**config.mk**
```make
export PLATFORM = sky130hd
export DESIGN_NAME = mem_access_stage
export DESIGN_NICKNAME = d
export VERILOG_FILES = /design/src/rtl/mips_pkg.sv /design/src/rtl/mem_wb_reg.sv /design/src/rtl/mem_access_stage.sv
export SDC_FILE = /design/constraint.sdc
export NUM_CORES = 1
export LEC_CHECK = 0
export ABC_AREA = 1
export CAP_MARGIN = 5
export CELL_PAD_IN_SITES_DETAIL_PLACEMENT = 0
export CELL_PAD_IN_SITES_GLOBAL_PLACEMENT = 1
export CORE_MARGIN = 4
export CORE_UTILIZATION = 49
export DETAILED_ROUTE_END_ITERATION = 10
export DONT_BUFFER_PORTS = 1
export GPL_TIMING_DRIVEN = 1
export PLACE_DENSITY = 0.81
export SLEW_MARGIN = 20
export SYNTH_ARGS = -nofsm -noshare
export SYNTH_HDL_FRONTEND = slang
export SYNTH_SLANG_ARGS = --single-unit
export TNS_END_PERCENT = 10
```
**constraint.sdc**
```tcl
create_clock -name clk -period 2.2 [get_ports clk]
set_clock_uncertainty 0.15 [all_clocks]
set_input_delay 0.22 -clock clk [delete_from_list [all_inputs] [get_ports clk]]
set_output_delay 0.22 -clock clk [all_outputs]
set_load 0.01 [all_outputs]
```
**src/rtl/mips_pkg.sv**
```systemverilog
// mips_pkg
//   Shared types for the memory-access stage and its MEM/WB boundary register.
//   mem_state_t : access FSM states (idle / request outstanding).
//   JUMP_*      : jump class encodings carried to writeback.
//   wb_ctrl_t   : writeback control bundle (jump, memtoreg, regwrite, write_num).
package mips_pkg;

    typedef enum logic {
        MEM_IDLE   = 1'b0,
        MEM_ACCESS = 1'b1
    } mem_state_t;

    localparam logic [1:0] JUMP_NONE = 2'b00;
    localparam logic [1:0] JUMP_JAL  = 2'b10;

    typedef struct packed {
        logic [1:0] jump;
        logic       memtoreg;
        logic       regwrite;
        logic [4:0] write_num;
    } wb_ctrl_t;

endpackage

```
**src/rtl/mem_wb_reg.sv**
```systemverilog
// mem_wb_reg
//   MEM/WB boundary register feeding the writeback source mux.
//   Ports:
//     clk, rst_n         clock, async active-low reset (clears everything)
//     load               capture d_* and mark the slot valid
//     bubble             clear valid and regwrite, other fields hold
//     d_pc/d_alu/d_mem   PC, ALU result, load data to capture
//     d_ctrl             writeback control bundle to capture
//     q_valid, q_pc, q_alu, q_mem, q_ctrl  registered outputs
//   load has priority over bubble.
module mem_wb_reg
    import mips_pkg::*;
#(
    parameter int DW = 32
) (
    input  logic          clk,
    input  logic          rst_n,
    input  logic          load,
    input  logic          bubble,
    input  logic [31:0]   d_pc,
    input  logic [DW-1:0] d_alu,
    input  logic [DW-1:0] d_mem,
    input  wb_ctrl_t      d_ctrl,
    output logic          q_valid,
    output logic [31:0]   q_pc,
    output logic [DW-1:0] q_alu,
    output logic [DW-1:0] q_mem,
    output wb_ctrl_t      q_ctrl
);

    always_ff @(posedge clk or negedge rst_n) begin
        if (!rst_n) begin
            q_valid <= 1'b0;
            q_pc    <= '0;
            q_alu   <= '0;
            q_mem   <= '0;
            q_ctrl  <= '0;
        end else if (load) begin
            q_valid <= 1'b1;
            q_pc    <= d_pc;
            q_alu   <= d_alu;
            q_mem   <= d_mem;
            q_ctrl  <= d_ctrl;
        end else if (bubble) begin
            // A bubble must never write the register file, so regwrite is
            // cleared along with valid; the data fields are left as they were.
            q_valid         <= 1'b0;
            q_ctrl.regwrite <= 1'b0;
        end
    end

endmodule

```
**src/rtl/mem_access_stage.sv**
```systemverilog
// mem_access_stage
//   Memory-access pipeline stage between EX/MEM and the writeback mux.
//   Ports:
//     clk, rst_n            clock, async active-low reset
//     ex_*                  instruction from EX/MEM (valid, pc, alu, store data,
//                           jump class, memtoreg, memwrite, regwrite, dest reg)
//     mem_stall             upstream must hold EX/MEM contents
//     dm_req/we/addr/wdata  data-memory request (from hold registers)
//     dm_rvalid/dm_rdata    data-memory response / ack and load data
//     wb_*                  MEM/WB boundary outputs to the writeback mux
//
//   Memory handshake: one request outstanding at a time. dm_req rises the
//   cycle after a load/store is accepted and stays high, with dm_we, dm_addr
//   and dm_wdata stable, until the cycle in which dm_rvalid is seen; that
//   cycle completes the transfer and dm_req drops on the next edge. dm_rvalid
//   outside an outstanding request is ignored. Upstream sees mem_stall high
//   for every cycle dm_req is high, including the response cycle.
module mem_access_stage
    import mips_pkg::*;
#(
    parameter int AW = 32,
    parameter int DW = 32
) (
    input  logic          clk,
    input  logic          rst_n,
    input  logic          ex_valid,
    input  logic [31:0]   ex_pc,
    input  logic [DW-1:0] ex_alu,
    input  logic [DW-1:0] ex_store_data,
    input  logic [1:0]    ex_jump,
    input  logic          ex_memtoreg,
    input  logic          ex_memwrite,
    input  logic          ex_regwrite,
    input  logic [4:0]    ex_write_num,
    output logic          mem_stall,
    output logic          dm_req,
    output logic          dm_we,
    output logic [AW-1:0] dm_addr,
    output logic [DW-1:0] dm_wdata,
    input  logic          dm_rvalid,
    input  logic [DW-1:0] dm_rdata,
    output logic          wb_valid,
    output logic [31:0]   wb_pc,
    output logic [DW-1:0] wb_alu,
    output logic [DW-1:0] wb_mem,
    output logic [1:0]    wb_jump,
    output logic          wb_memtoreg,
    output logic          wb_regwrite,
    output logic [4:0]    wb_write_num
);

    mem_state_t state, next_state;

    // Hold registers: the accepted load/store, kept stable during ACCESS.
    logic [31:0]   hold_pc;
    logic [DW-1:0] hold_alu;
    logic [DW-1:0] hold_wdata;
    logic          hold_we;
    wb_ctrl_t      hold_ctrl;

    logic          mem_op;
    logic          hold_is_load;
    logic          latch_hold;
    logic          wb_load;
    logic          wb_bubble;
    logic [31:0]   d_pc;
    logic [DW-1:0] d_alu;
    logic [DW-1:0] d_mem;
    wb_ctrl_t      d_ctrl;
    wb_ctrl_t      ex_ctrl;
    wb_ctrl_t      q_ctrl;

    assign mem_op  = ex_valid & (ex_memtoreg | ex_memwrite);
    assign ex_ctrl = '{jump: ex_jump, memtoreg: ex_memtoreg,
                       regwrite: ex_regwrite, write_num: ex_write_num};

    // With both flags set the op is a store, so no load data is returned.
    assign hold_is_load = hold_ctrl.memtoreg & ~hold_we;

    always_ff @(posedge clk or negedge rst_n) begin
        if (!rst_n) begin
            state <= MEM_IDLE;
        end else begin
            state <= next_state;
        end
    end

    always_comb begin
        next_state = state;
        latch_hold = 1'b0;
        wb_load    = 1'b0;
        wb_bubble  = 1'b0;
        d_pc       = ex_pc;
        d_alu      = ex_alu;
        d_mem      = '0;
        d_ctrl     = ex_ctrl;
        case (state)
            MEM_IDLE: begin
                if (mem_op) begin
                    latch_hold = 1'b1;
                    wb_bubble  = 1'b1;
                    next_state = MEM_ACCESS;
                end else if (ex_valid) begin
                    wb_load = 1'b1;
                end else begin
                    wb_bubble = 1'b1;
                end
            end
            MEM_ACCESS: begin
                if (dm_rvalid) begin
                    wb_load    = 1'b1;
                    d_pc       = hold_pc;
                    d_alu      = hold_alu;
                    d_mem      = hold_is_load ? dm_rdata : '0;
                    d_ctrl     = hold_ctrl;
                    next_state = MEM_IDLE;
                end else begin
                    wb_bubble = 1'b1;
                end
            end
            default: next_state = MEM_IDLE;
        endcase
    end

    always_ff @(posedge clk or negedge rst_n) begin
        if (!rst_n) begin
            hold_pc    <= '0;
            hold_alu   <= '0;
            hold_wdata <= '0;
            hold_we    <= 1'b0;
            hold_ctrl  <= '0;
        end else if (latch_hold) begin
            hold_pc    <= ex_pc;
            hold_alu   <= ex_alu;
            hold_wdata <= ex_store_data;
            hold_we    <= ex_memwrite;
            hold_ctrl  <= ex_ctrl;
        end
    end

    // Both decode straight from the state register, so there is no
    // combinational path from ex_* to the stall.
    assign mem_stall = (state == MEM_ACCESS);
    assign dm_req    = (state == MEM_ACCESS);
    assign dm_we     = hold_we;
    assign dm_addr   = hold_alu[AW-1:0];
    assign dm_wdata  = hold_wdata;

    mem_wb_reg #(.DW(DW)) u_mem_wb_reg (
        .clk     (clk),
        .rst_n   (rst_n),
        .load    (wb_load),
        .bubble  (wb_bubble),
        .d_pc    (d_pc),
        .d_alu   (d_alu),
        .d_mem   (d_mem),
        .d_ctrl  (d_ctrl),
        .q_valid (wb_valid),
        .q_pc    (wb_pc),
        .q_alu   (wb_alu),
        .q_mem   (wb_mem),
        .q_ctrl  (q_ctrl)
    );

    assign wb_jump      = q_ctrl.jump;
    assign wb_memtoreg  = q_ctrl.memtoreg;
    assign wb_regwrite  = q_ctrl.regwrite;
    assign wb_write_num = q_ctrl.write_num;

endmodule

```
== Word-level counts from Yosys, hierarchy flattened ==
Cells that the tools add are included.

* Muxes and demuxes: 23
* Bitwise operators: 5
* Reduce and logical (&&, ||, !) cells: 1

{| class="wikitable"
|+ Operators with widths
! operator !! number
|-
| 32-bit 2-to-1 mux || 7
|-
| 9-bit 2-to-1 mux || 2
|-
| 1-bit 2-to-1 mux || 11
|-
| 1-bit case mux with 2 select lines || 3
|-
| 1-bit AND || 2
|-
| 1-bit inverter || 2
|-
| 2-bit nonzero test || 1
|-
| 1-bit OR || 1
|}

* Register bits after elaboration: 213
* Bits of input ports: 142
* Output and inout port bits: 173
* Logic and storage cells: 46

== Logic depth before layout (Yosys ltp) ==
Gate-level depths: netlist of run 1.

* Depth after elaboration: 6
* Depth in mapped cells: 8
* Depth with buffers taken out: 6

== Cells and area by module ==
A second synthesis of run 1 with hierarchy kept.

* Cells, all modules: 1227
* Area total of the unflattened synthesis: 9401.5 um^2

{| class="wikitable"
|+ Modules (own cells, without submodules)
! module !! instances !! cells an instance !! area each (um^2) !! seq. area each (um^2)
|-
| mem_access_stage || 1 || 779 || 5386.4 || 2677.6
|-
| mem_wb_reg || 1 || 448 || 4015.1 || 2652.5
|}

== Worst setup path before layout of run 1 ==
No wires, ideal clock.

* Path kind: reg2reg
* Start: register state (netlist: dm_req)
* End: register u_mem_wb_reg.q_alu[6]
* Library setup time: 0.117 ns
* Arrival: 1.172 ns
* Data required time: 1.933 ns
* Path slack: 0.762 ns
* Stages on the path, launching flop included: 7
* Buffers on the path: 2
* Clock period less this slack: 1.438 ns
* Cells stage by stage: dfrtp_1 > nand2_1 > buf_4 > clkbuf_1 > o21ai_0 > nand2_1 > nand2_1

* Word-level cells in the longest chain between the ends: 2
* Elaborated cells between the ends (all ways): 3
* Classes of those cells: mux: 2; bitwise: 1

{| class="wikitable"
|+ Ends and longest elaborated chain
! element !! line !! text
|-
| start, declared || mem_access_stage.sv:52 || <nowiki>mem_state_t state, next_state;</nowiki>
|-
| start signal, assigned || mem_access_stage.sv:84 || <nowiki>state <= next_state;</nowiki>
|-
| 1-bit inverter || - ||
|-
| 1-bit case mux with 2 select lines || mem_access_stage.sv:97 || <nowiki>case (state)</nowiki>
|-
| end signal, assigned || mem_wb_reg.sv:41 || <nowiki>q_alu <= d_alu;</nowiki>
|-
| end, declared || mem_wb_reg.sv:26 || <nowiki>output logic [DW-1:0] q_alu,</nowiki>
|}

Parallel ways exist; a longest one is shown, timed or not.
A chain may end at the register's enable or synchronous reset.

== Final worst setup path of run 1 ==
* Start: register state (netlist: dm_req)
* End: register hold_we (netlist: dm_we)

* Word-level cells in the longest chain between the ends: 1

{| class="wikitable"
|+ Ends and longest elaborated chain
! element !! line !! text
|-
| 1-bit 2-to-1 mux || mem_access_stage.sv:97 ||
|-
| end signal, assigned || mem_access_stage.sv:136 || <nowiki>hold_we <= ex_memwrite;</nowiki>
|-
| end, declared || mem_access_stage.sv:58 || <nowiki>logic hold_we;</nowiki>
|}

No other way between the ends.

==> metrics, run 1 <==
chip height 144 um; Setup violations, final 0; DR pass1 iterations 5; Root Driver clkbuf_16; Reg area roughly 5300 um2; Post-Synth Simple-Gate Area 0.292; Crit path top cell by count nand2_1; CTS Buffer Depth 3; Arr. time, crit path roughly 2100 ps; dpl cells approximately 1300; Layout area overhead 24.5%; Post-Syn Area just over 9000 um2; CP max FO 5; sequential share of the synthesized area 0.586; YS warnings 0; vias after detailed routing approximately 7400; final hold violations between 200 and 250; total negative slack 0 ps; Critical Path Start Type flip-flop; worst skew pair latency roughly 490 ps; Cells after Synth ~1100; Die X-Extent 144 um; DPL Wire Length roughly 15 mm; Seq pwr share 0.527; main combinational cell family by area after synthesis simple AND/OR/NAND/NOR gates; Tcrit/Tclk final 0.845; number of buffers and inverters on the critical path 1; Slew @ Worst Pin between 400 and 500 ps; Starting Density 0.503; Mapped Nets ~1200; CP max stage cell dlygate4sd3_1; Largest stage delay, worst path approximately 590 ps; Synth Register Bits 213; vias in the first global route about 7300; post-synthesis mux area share 0; H-tree depth 1; nets around 1400; most common cell after layout, fill and taps aside nand2_1; first-pass GRT wire length between 30 and 40 mm; core box area 18100 um2; Internal Power 7.69 mW; post-synthesis adder-cell area fraction 0; crit path time final between 1500 and 2000 ps; drt wl/cell about 17 um; Antenna Nets Post-Route 0; CP required about 2400 ps; CTS hold repair buffers between 100 and 150; switching pwr approximately 3.5 mW; CTS tree done; GRT Util Overall 0.228; die area approximately 21000 um2; I/O Pins 315; compound-gate portion of the synthesized area 0.0540; switching part of the total power 0.314; Power Dens Cells 990 nW/um2; worst hold slack -716 ps; # port buffers 0; cell family with most CP delay buffers and inverters; initial antenna violation count 0; max cap viols 0; Power Total about 11 mW; Achievable Freq between 500 and 600 MHz; Tightest Hold Check Type input pin to async pin; vias per cell approximately 5.1; crit path kind flip-flop to flip-flop; CTS Sinks approximately 210; clk slew on worst S/H paths ~60 ps; grt total ovfl 0; DRC errors left 0; Synth Area in XOR/XNOR 0; routed wire length ~24 mm; commonest non-fill, non-tap cells in the layout nand2_1, dfrtp_1, dlygate4sd3_1; Clk pwr share 0.321; combinational share of power 0.152; DRT iter0 DRCs 440; Rel. slew slack 0.676; Final GP Congestion about 0.74; sequence of cells on the critical path nor2_2, nand2_1, dlygate4sd3_1, nand2_1, nand2_1; max-slew violation count 0; Finished Layout Cells 1450; Worst Setup End Kind flip-flop; share of layout cells above drive strength 1 0.0434; maximum VDD drop between 0.6 and 0.7 mV; syn_area_per_cell roughly 8.3 um2; Leak 5.91 nW; Distinct cells, synth 15; ant diodes 0; status complete, but fails checks; Multi-input gate area between 3000 and 4000 um2; fillers approximately 1500; RSZ-0062 raised after global routing no; Final Util 0.626; CTS Buf Count 23; # rows 49; pin count of the biggest net entering global routing approximately 210; violated checks negative hold slack
==> timing repair <==
item	4_1_cts	5_1_grt
hold endpoints to repair	424	213
resized for setup	0	0
buffers inserted	0	0
==> power groups by stage <==
| stage | Clock, mW | Sequential [mW] | Combinational [mW] |
|---|---|---|---|
| 2_1_floorplan | 0 | 5.67 | 1.23 |
| 3_3_place_gp | 0 | 5.97 | 1.43 |
| 3_5_place_dp | 0 | 5.97 | 1.49 |
| 4_1_cts | 3.71 | 5.92 | 1.71 |
| 5_1_grt | 3.88 | 6.02 | 2.00 |
| 6_report | 3.60 | 5.91 | 1.70 |
==> registers in the layout, summed over array words and instances, names as in the netlist <==
register / cells
u_mem_wb_reg.q_pc: 32
u_mem_wb_reg.q_mem: 32
dm_req: 1
dm_we: 1
u_mem_wb_reg.q_valid: 1
dm_wdata: 32
hold_ctrl: 9
u_mem_wb_reg.q_ctrl: 9
dm_addr: 32
hold_pc: 32
u_mem_wb_reg.q_alu: 32
==> metrics by stage <==
step	setup WS [ps]	cell area (um2)
detailed placement	386	9210
CTS	336	11300
global placement	405	9210
global route	225	11300
floorplan	762	9090
finish	341	11300
==> Yosys cell counts <==
master / instances / share of area
nand2_1: 552 / 0.23
buf_6: 9 / 0.011
nor2_2: 1 / 0.00069
o21ai_0: 73 / 0.040
buf_2: 39 / 0.021
nand3_1: 104 / 0.057
o21ai_1: 25 / 0.014
buf_4: 9 / 0.0074
nor2_4: 2 / 0.0025
inv_1: 54 / 0.022
nor3_4: 1 / 0.0018
clkbuf_1: 12 / 0.0050
nand2_2: 2 / 0.0014
dfrtp_1: 213 / 0.59
buf_1: 2 / 0.00083
==> layout make-up <==
type,count,area share
clock buffer,34,0.0572
sequential,213,0.471
tap,229,0.0253
inverter,54,0.0179
timing repair buffer,156,0.146
multi-input combinational,760,0.279
clock inverter,4,0.00398
==> layer usage <==
layer / track usage / up-vias / part of all wire
met5: 0 / - / 0
met4: 0.0702 / 0 / 0.033
met3: 0.0704 / 46 / 0.094
met2: 0.367 / 276 / 0.47
met1: 0.300 / 3419 / 0.40
li1: - / 3638 / -
==> path summary, 6_finish.rpt <==
| path | startpoint | end | slack [ps] | cells past startpoint |
|---|---|---|---|---|
| setup / recovery | dm_req | dm_we | 340 | 5 |
| hold / removal | rst_n | dm_addr[18] | -720 | 0 |
| setup reg to reg | dm_req | dm_we | 340 | 5 |
| hold reg to reg | hold_pc[20] | hold_pc[20] | 320 | 2 |
| max in group asynchronous | rst_n | u_mem_wb_reg.q_mem[15] | 2190 | 0 |
| min in group clk | ex_memwrite | u_mem_wb_reg.q_alu[7] | 30 | 4 |
==> worst register-to-register path, cell delays in order (launching register included) <==
cell	delay (ps)
dfrtp_1	520
nor2_2	280
nand2_1	100
dlygate4sd3_1	590
nand2_1	60
nand2_1	50
==> cell families (layout without fill, tap and decap cells) <==
kind of cell           count (synthesis)  in the layout
and+or+nand+nor                      662            662
DFF                                  213            213
AOI/OAI and AO/OA                     98             98
buffers and inverters                125            248
Power figures use the tool's default switching activity.
==> run 2, diff against run 1 <==
- CORE_UTILIZATION: 49 -> 45
- PLACE_DENSITY: 0.81 -> 0.75
- clock period: 2.2 -> 1.85 ns (I/O delays scaled with it)
==> run 2 against run 1 <==
Compared with the run above:
- the run still ends with negative hold slack left
- largest cell class unchanged
- largest power group unchanged
- die area increased by 8.4%
- critical path depth unchanged
- count of clock-buffer cells in the layout up 3
- clock power increased by 31%
- setup slack worse by 240 ps
==> metrics, run 2 (synthesis results as in run 1) <==
status complete, but fails checks; violated checks negative hold slack; Slew @ Worst Pin 728 ps (+243 ps); RR Endpoint dm_we; Rel. slew slack 0.515 (-0.162); CTS Buffer Depth 3 (unchanged); Arr. time, crit path 1990 ps (-100 ps); Tightest Hold Check Type input pin to async pin; crit path time final 1750 ps (-110 ps); DR pass1 iterations 5 (unchanged); Root Driver clkbuf_16; reg2reg start dm_req; share of layout cells above drive strength 1 0.0537 (+0.0103); Starting Density 0.463 (-0.0401); Worst R2R Path Depth 5 (unchanged); CP required 2090 ps (-340 ps); Worst Setup End Kind flip-flop; vias after detailed routing 7344 (-0.47%); CP max FO 4 (-1); switching part of the total power 0.308 (-0.00625); # port buffers 0 (unchanged); RSZ-0062 raised after global routing no; Seq pwr share 0.509 (-0.018); switching pwr 4.24 mW (+21%); CTS hold repair buffers 141 (unchanged); combinational share of power 0.149 (-0.003); Layout area overhead 26.7%; worst skew pair latency 500 ps (about the same); dpl cells 1311 (+3.1%); Power Dens Cells 1200 nW/um2 (+21%); H-tree depth 1 (unchanged); initial antenna violation count 0 (unchanged); chip height 150 um (+4.1%); Internal Power 9.54 mW (+24%); vias in the first global route 7164 (-2.0%); reg2reg setup slack 100 ps (-240 ps); nets 1355 (+0.37%); die area 22500 um2 (+8.4%); crit path kind flip-flop to flip-flop; Die X-Extent 150 um (+4.1%); max-slew violation count 0 (unchanged); max cap viols 0 (unchanged); ant diodes 0 (unchanged); Power Total 13.8 mW (+23%); fillers 1768 (+19%); routed wire length 24.3 mm (about the same); DPL Wire Length 15.0 mm (+2.1%); I/O Pins 315 (unchanged); Leak 5.99 nW (+1.4%); Clk pwr share 0.343 (+0.022); maximum VDD drop 0.631 mV (+5.1%); CTS Buf Count 24 (+4.3%); Multi-input gate area 3160 um2 (unchanged); grt total ovfl 0 (unchanged); # rows 51 (+4.1%); Finished Layout Cells 1495 (+3.1%); commonest non-fill, non-tap cells in the layout nand2_1, dfrtp_1, dlygate4sd3_1; placed cell area 9300 um2 (+0.95%); total negative slack 0 ps (unchanged); DRT iter0 DRCs 379 (-14%); Tcrit/Tclk final 0.945 (+0.100); Achievable Freq 572 MHz (+6.3%); vias per cell 4.91 (-3.5%); worst hold slack -767 ps (-51.1 ps); DRC errors left 0 (unchanged); Reg area 5330 um2 (unchanged); GRT Util Overall 0.211 (-0.0170); Antenna Nets Post-Route 0 (unchanged); Post-CTS Setup Bufs 0 (unchanged); CTS Sinks 213 (unchanged); post-cts gate resize count 0 (unchanged); Final GP Congestion 0.747 (+0.40%); final hold violations 213 (unchanged); clk slew on worst S/H paths 60 ps (about the same); CTS tree done; pin count of the biggest net entering global routing 214 (unchanged); first-pass GRT wire length 38.8 mm (+0.20%); Final Cell Area 11500 um2 (+1.8%); core box area 19700 um2 (+8.7%); Setup violations, final 0 (unchanged); Critical Path Start Type flip-flop; drt wl/cell 16.3 um (-3.0%); most common cell after layout, fill and taps aside nand2_1
## run 2: cell count changes in the layout (fill, tap and decap cells not counted)
cell	change
clkbuf_8	+5
clkbuf_1	-4
buf_4	+3
clkbuf_16	+2
clkinv_2	+2
buf_12	+1
## run 2: worst max-delay path, cell delays in order, from the launching register on
cell and delay (ps):
dfrtp_1 440, nor2_2 260, nand2_1 100, dlygate4sd3_1 580
nand2_1 70, nand2_1 50
## run 2: power groups by stage
stage	clock [mW]	combinational, mW	sequential, mW
detailed placement	0	1.79	7.09
floorplan	0	1.47	6.74
finish	4.72	2.05	7.01
global placement	0	1.73	7.09
CTS	4.87	2.06	7.03
global route	5.08	2.39	7.14
## run 2: layout make-up
type,count,share of cell area
clock buffers,37,0.0652
clock inverters,6,0.00478
inverters,54,0.0176
multi-input cells,760,0.274
flip-flops and latches,213,0.463
well taps,265,0.0288
repair buffers,160,0.147
## run 2: routing by layer
metal	vias up	track usage	part of all wire	wire length, um
met4	0	0.0485	0.016	399
met2	255	0.344	0.48	11600
met3	30	0.0713	0.098	2380
met5	-	0	0	0
li1	3646	-	-	-
met1	3413	0.275	0.41	9920
## run 2: through the flow
step           hold slack, ps  setup WS, ps   util
3_3_place_gp             -255           320  0.473
5_1_grt                  -797          19.1  0.586
2_1_floorplan            -261           412      -
6_report                 -767           101  0.586
3_5_place_dp             -255           289  0.473
4_1_cts                  -788           108  0.586
## run 2: worst max-delay path by stage
stage / startpoint / endpoint / slack [ps] / depth (start not counted)
floorplan: dm_req / u_mem_wb_reg.q_alu[6] / 410 / 6
global placement: dm_req / u_mem_wb_reg.q_pc[8] / 320 / 8
detailed placement: dm_req / u_mem_wb_reg.q_pc[12] / 290 / 8
CTS: dm_req / dm_we / 110 / 5
global route: dm_req / dm_we / 20 / 5
finish: dm_req / dm_we / 100 / 5
==> run 3, diff against run 2 <==
- CAP_MARGIN: 5 -> 10
- GPL_ROUTABILITY_DRIVEN: not set -> 1
==> results of run 3 <==
Final layout, timing and power as in run 2 (identical DEF).
